File: src/rtl/sub_serial.sv
// Bit-serial unsigned subtractor: one full-subtractor cell and a borrow flop
// consume the operands LSB first, one bit per clock, over WIDTH RUN cycles.
module sub_serial #(
  parameter int WIDTH = 8
) (
  input  logic             clk,
  input  logic             rst,
  input  logic             start,
  input  logic [WIDTH-1:0] a,
  input  logic [WIDTH-1:0] b,
  output logic             busy,
  output logic             done,
  output logic [WIDTH-1:0] diff,
  output logic             borrow
);

  localparam int CNT_W = $clog2(WIDTH) + 1;

  typedef enum logic [1:0] {
    IDLE = 2'd0,
    RUN  = 2'd1,
    DONE = 2'd2
  } state_t;

  state_t             state_q, state_d;
  logic [WIDTH-1:0]   a_sr, b_sr, res_sr;
  logic [WIDTH-1:0]   diff_q;
  logic               borrow_q;
  logic               br;
  logic [CNT_W-1:0]   cnt;
  logic               d, br_next, last_bit, accept;

  // Full-subtractor cell: returns {borrow_out, difference_bit}.
  function automatic logic [1:0] fsub(input logic ai, input logic bi, input logic bin);
    logic dd, bo;
    dd = ai ^ bi ^ bin;
    bo = (~ai & bi) | (~(ai ^ bi) & bin);
    return {bo, dd};
  endfunction

  assign {br_next, d} = fsub(a_sr[0], b_sr[0], br);
  assign last_bit     = (cnt == CNT_W'(WIDTH - 1));
  assign accept       = start && ((state_q == IDLE) || (state_q == DONE));

  always_comb begin
    state_d = state_q;
    unique case (state_q)
      IDLE:    if (start) state_d = RUN;
      RUN:     if (last_bit) state_d = DONE;
      DONE:    state_d = start ? RUN : IDLE;
      default: state_d = IDLE;
    endcase
  end

  always_ff @(posedge clk) begin
    if (rst) begin
      state_q  <= IDLE;
      a_sr     <= '0;
      b_sr     <= '0;
      res_sr   <= '0;
      br       <= 1'b0;
      cnt      <= '0;
      diff_q   <= '0;
      borrow_q <= 1'b0;
    end else begin
      state_q <= state_d;
      if (accept) begin
        a_sr   <= a;
        b_sr   <= b;
        res_sr <= '0;
        br     <= 1'b0;
        cnt    <= '0;
      end else if (state_q == RUN) begin
        a_sr   <= a_sr >> 1;
        b_sr   <= b_sr >> 1;
        res_sr <= {d, res_sr[WIDTH-1:1]};
        br     <= br_next;
        cnt    <= cnt + CNT_W'(1);
        // Outputs update only with the completed word, never mid-operation.
        if (last_bit) begin
          diff_q   <= {d, res_sr[WIDTH-1:1]};
          borrow_q <= br_next;
        end
      end
    end
  end

  assign busy   = (state_q == RUN);
  assign done   = (state_q == DONE);
  assign diff   = diff_q;
  assign borrow = borrow_q;

endmodule

File: config.mk
export PLATFORM = sky130hd
export DESIGN_NAME = sub_serial
export DESIGN_NICKNAME = d
export VERILOG_FILES = /design/src/rtl/sub_serial.sv
export SDC_FILE = /design/constraint.sdc
export NUM_CORES = 1
export LEC_CHECK = 0
export ABC_AREA = 0
export BUFFER_PORTS_ARGS = -buffer_cell sky130_fd_sc_hd__clkbuf_2
export CORE_ASPECT_RATIO = 0.7
export CORE_MARGIN = 2
export CORE_UTILIZATION = 33
export DETAILED_ROUTE_END_ITERATION = 8
export GPL_TIMING_DRIVEN = 0
export PLACE_DENSITY = 0.59
export SLEW_MARGIN = 20
export SYNTH_ARGS = -nofsm -noshare
export SYNTH_HDL_FRONTEND = slang
export SYNTH_SLANG_ARGS = --single-unit
File: constraint.sdc
create_clock -name clk -period 1.6 [get_ports clk]
set_clock_uncertainty 0.1 [all_clocks]
set_input_delay 0.08 -clock clk [delete_from_list [all_inputs] [get_ports clk]]
set_output_delay 0.08 -clock clk [all_outputs]
set_load 0.05 [all_outputs]
# After elaboration in Yosys (flattened, before gate mapping)

Index checks and enable logic that the tools add are counted.

Flip-flop bits (word level): 40
Bits in latches: 0
Bits in writable memories: 0
ROM bits: 0
Logic and storage cells: 37
Memories kept: 0

Add/sub/neg operators: 1
$mul: 0
Div/mod/pow operators: 0
$lt $le $gt $ge: 0
Eq/ne operators: 5
Shift-type cells: 0
Muxes and demuxes: 8
Bitwise operators: 8
Reductions and logical operators: 7

Operators with widths:

| kind                  | number |
|---|---|
| $mux W8               | 4 |
| $pmux W2 S3           | 1 |
| $add A4 B1 Y4 const B | 1 |
| $eq A4 B3 Y1 const B  | 1 |
| $mux W2               | 2 |
| $not A1 Y1            | 3 |
| $reduce_and A3 Y1     | 1 |
| $and A1 B1 Y1         | 2 |
| $eq A2 B1 Y1 const B  | 1 |
| $eq A2 B2 Y1 const B  | 1 |
| $logic_not A2 Y1      | 1 |
| $ne A2 B1 Y1 const B  | 1 |
| $ne A2 B2 Y1 const B  | 1 |
| $reduce_and A2 Y1     | 1 |
| $reduce_bool A2 Y1    | 1 |
| $reduce_or A2 Y1      | 1 |
| $xor A1 B1 Y1         | 2 |
| $logic_and A1 B1 Y1   | 1 |
| $logic_or A1 B1 Y1    | 1 |
| $mux W1               | 1 |
| $or A1 B1 Y1          | 1 |

# Logic depth before layout (Yosys ltp)

Word-level depth: 5
Depth in mapped cells: 6

# Worst setup path before layout

Ideal clock, no wire load.

Path type: register -> register
Start point: register cnt[0]
End point: register borrow_q (netlist: borrow)
Library setup time: 0.091 ns
Arrival time: 1.128 ns
Setup slack: 0.282 ns
Stages on the path, launching flop included: 6
Clock period less this slack: 1.318 ns
Path through: dfxtp_1 > ha_1 > and3b_1 > buf_2 > a21oi_1 > a311oi_1

Cells in the longest elaborated chain, start to end: 2

Ends and longest elaborated chain:

| what                        | RTL line | RTL |
|---|---|---|
| start, declared             | 30       | `logic [CNT_W-1:0] cnt;` |
| start signal, assigned      | 78       | `cnt <= cnt + CNT_W'(1);` |
| $eq A4 B3 Y1                | 42       | `assign last_bit = (cnt == CNT_W'(WIDTH - 1));` |
| $reduce_and A3 Y1 (no line) | -        |  |
| end signal, assigned        | 82       | `borrow_q <= br_next;` |
| end, declared               | 28       | `logic borrow_q;` |

No other way between the ends.
A chain may end at the register's enable or synchronous reset.

# Worst setup path in the final report

Start point: register state_q[1]
End point: output port busy

Cells in the longest elaborated chain, start to end: 1

Ends and longest elaborated chain:

| what                   | RTL line | RTL |
|---|---|---|
| start, declared        | 25       | `state_t state_q, state_d;` |
| start signal, assigned | 66       | `state_q <= state_d;` |
| $eq A2 B1 Y1           | 88       | `assign busy = (state_q == RUN);` |
| end, declared          | 11       | `output logic busy,` |

No other way between the ends.

==> flow_summary.toml <==
[critical_path]
cp.buffers_inverters = 4
cp-start-kind = "flip-flop"
max_stage_delay_ns = 0.31
crit_slowest_cell = "dfxtp_1"
path_max_fanout = 10
crit_path_cell_trace = "nand2b_1 -> buf_6 -> inv_4 -> buf_8 -> clkbuf_8"
critPathCaptureType = "output pin"
cpLargestDelayFamily = "buffers and inverters"
criticalPathCategory = "flip-flop to output pin"
critPathRequiredTime_ns = 1.42
arrival_ns = 1.34

[sta]
fmax_ghz = 0.6574
fin_crit_ns = 1.521
final.setup.worst_slack_ns = 0.07874
worstMarginPinSlew_ns = 0.5733
hold_viol_final = 0
setup_viol = 0
fin_setup_tns_ns = 0
period_share = 0.9508
final-max-slew-violation-count = 0
slew-limit-headroom = 0.6178
rsz0062_at_grt = "no"

[finish]
drive_gt1_frac = 0.2140
layout_common_cells = "dfxtp_1 (38), clkbuf_2 (27), a21oi_1 (23)"
diodes = 0
nets = 250
finalNonFillerCells = 284
seq_area_um2 = 782.0
fillers = 457
area_growth_pct = 31.56
layout_commonest_cell = "dfxtp_1"
multi_input_comb_area_um2 = 659.4

[global_routing]
antenna_found_initial = 0
grt_pass1_vias = 1255
grt_overflow_total = 0
grt_max_degree = 12
grt_pass1_wl_mm = 6.437
grt_usage = 0.1636

[clocking]
clock_path_buffers = 2
clkTransAtPathRegs_ns = 0.07
htree_levels = 2
cts_sinks = 39
root_buffer = "clkbuf_8"
cts_buffers = 5
clk_latency_ns = 0.29
cts_tree = "built"

[floorplanning]
io_pins = 30
die_w_um = 85.92
rows = 20
initial_core_util = 0.3500
die_area_mm2 = 0.005271
core_mm2 = 0.004429
die_h_um = 61.35

[yosys]
synthDistinctLibCells = 27
synth_area_leaders = "dfxtp_1 (50%), a21oi_1 (7.4%), nor3_1 (5.8%), nand2_1 (5.1%), nand3_1 (4.2%)"
synth_seq_cells = 39
synth_cells = 178
yosysTopAreaCell = "dfxtp_1"
ys_warn_count = 0
synth_top_cell_area_share = 0.5036
synth_area_per_cell_um2 = 8.709
syn_nets = 199
synth-seq-area-share = 0.5036
synth_area_mm2 = 0.001550

[run_status]
status = "finished clean"

[power]
leakage_nw = 0.7771
total_power_mw = 2.122
p_per_area_mw_per_mm2 = 1040
ir_drop_v = 0.0005044

[place]
portBuffers = 28
place_congestion = 0.7280
dp_hpwl_mm = 2.554
preCtsSetupSlack_ns = 0.1267
dp_cells = 261

[worst_hold_path]
hold_path.class = "primary input to flip-flop"

[route]
vias = 1432
first_pass_iters = 4
antenna_left = 0
via_per_inst = 5.042
wirelength_mm = 3.930
drc = 0
wl_per_cell_um = 13.84
drtIter0Drc = 87

[flow_run]
cap_violations = 0
timing repair:
item,CTS,global route
hold buffers,15,0
resized for setup,3,3
setup buffers,0,1
pin swaps,0,1
endpoints found under the setup margin,1,8
cloned,0,0
endpoints found under the hold margin,15,0
cells in the mapped netlist:
library cell / count
a211oi_1: 1
a21oi_1: 23
a22oi_1: 3
a311oi_1: 4
and3b_1: 1
buf_2: 5
buf_4: 5
buf_6: 2
clkbuf_1: 3
dfxtp_1: 39
fa_1: 1
ha_1: 1
inv_1: 2
inv_4: 1
mux2i_1: 1
nand2_1: 21
nand2b_1: 3
nand3_1: 13
nand3b_1: 2
nor2_1: 6
nor2b_1: 2
nor3_1: 18
o21ai_0: 9
o22ai_1: 9
or3_1: 1
xnor2_1: 1
xor2_1: 1
worst reg2reg max path: cells and delay by family, from the launching register on:
family,cells,cell delay (ns)
flip-flops,1,0.38
AO/OA/AOI/OAI,2,0.35
AND/OR/NAND/NOR,1,0.17
adder cells (fa/ha/maj),1,0.21
buffers and inverters,1,0.20
flip-flops by register name (all words and copies together) (netlist names):
| register | count |
|---|---|
| state_q | 2 |
| a_sr | 8 |
| br | 1 |
| diff | 8 |
| res_sr | 7 |
| borrow | 1 |
| b_sr | 8 |
| cnt | 4 |
path summary, 6_finish.rpt:
| path | endpoint | cells past startpoint | start | slack, ns |
|---|---|---|---|---|
| hold reg to reg | res_sr[1] | 2 | res_sr[1] | 0.37 |
| setup / recovery | busy | 5 | state_q[1] | 0.08 |
| setup reg to reg | borrow | 5 | cnt[0] | 0.11 |
| hold / removal | b_sr[1] | 3 | b[1] | 0.02 |
metal layers:
layer / GRT usage / vias up / part of all wire
li1: - / 728 / -
met1: 0.2426 / 654 / 0.51
met2: 0.2359 / 46 / 0.41
met3: 0.04021 / 4 / 0.079
met4: 0.04762 / 0 / 0.0097
met5: 0 / - / 0
where the power goes:
part	total, mW	switching, mW	internal (mW)
Sequential	1.04	0.0247	1.01
Combinational	0.290	0.159	0.131
Clock	0.793	0.335	0.457
Total	2.12	0.519	1.60
cells by family after synthesis:
group                      Yosys count  synth area share
adders and majority gates            2           0.02098
and+or+nand+nor                     67            0.2050
buffers and inverters               18           0.07103
xor gates and xnor gates             2           0.01130
AOI/OAI and AO/OA                   49            0.1816
muxes                                1          0.006457
DFF                                 39            0.5036
metrics by stage:
| stage | cell area [um^2] | utilization | hold WS [ns] |
|---|---|---|---|
| floorplan | 1550 | - | 0.1160 |
| global placement | 1759 | 0.3972 | 0.2065 |
| detailed placement | 1759 | 0.3972 | 0.2187 |
| CTS | 2024 | 0.4571 | 0.008573 |
| global route | 2039 | 0.4605 | 0.03850 |
| finish | 2039 | 0.4605 | 0.01633 |
final cells by class:
cell class,instances,area share
Buffer,15,0.05215
Sequential cell,39,0.3834
Clock inverter,1,0.01472
Multi-Input combinational cell,121,0.3233
Tap cell,55,0.03374
Clock buffer,6,0.03558
Inverter,3,0.006748
Timing Repair Buffer,44,0.1503
Note: power is estimated with default switching activity, not from simulation.
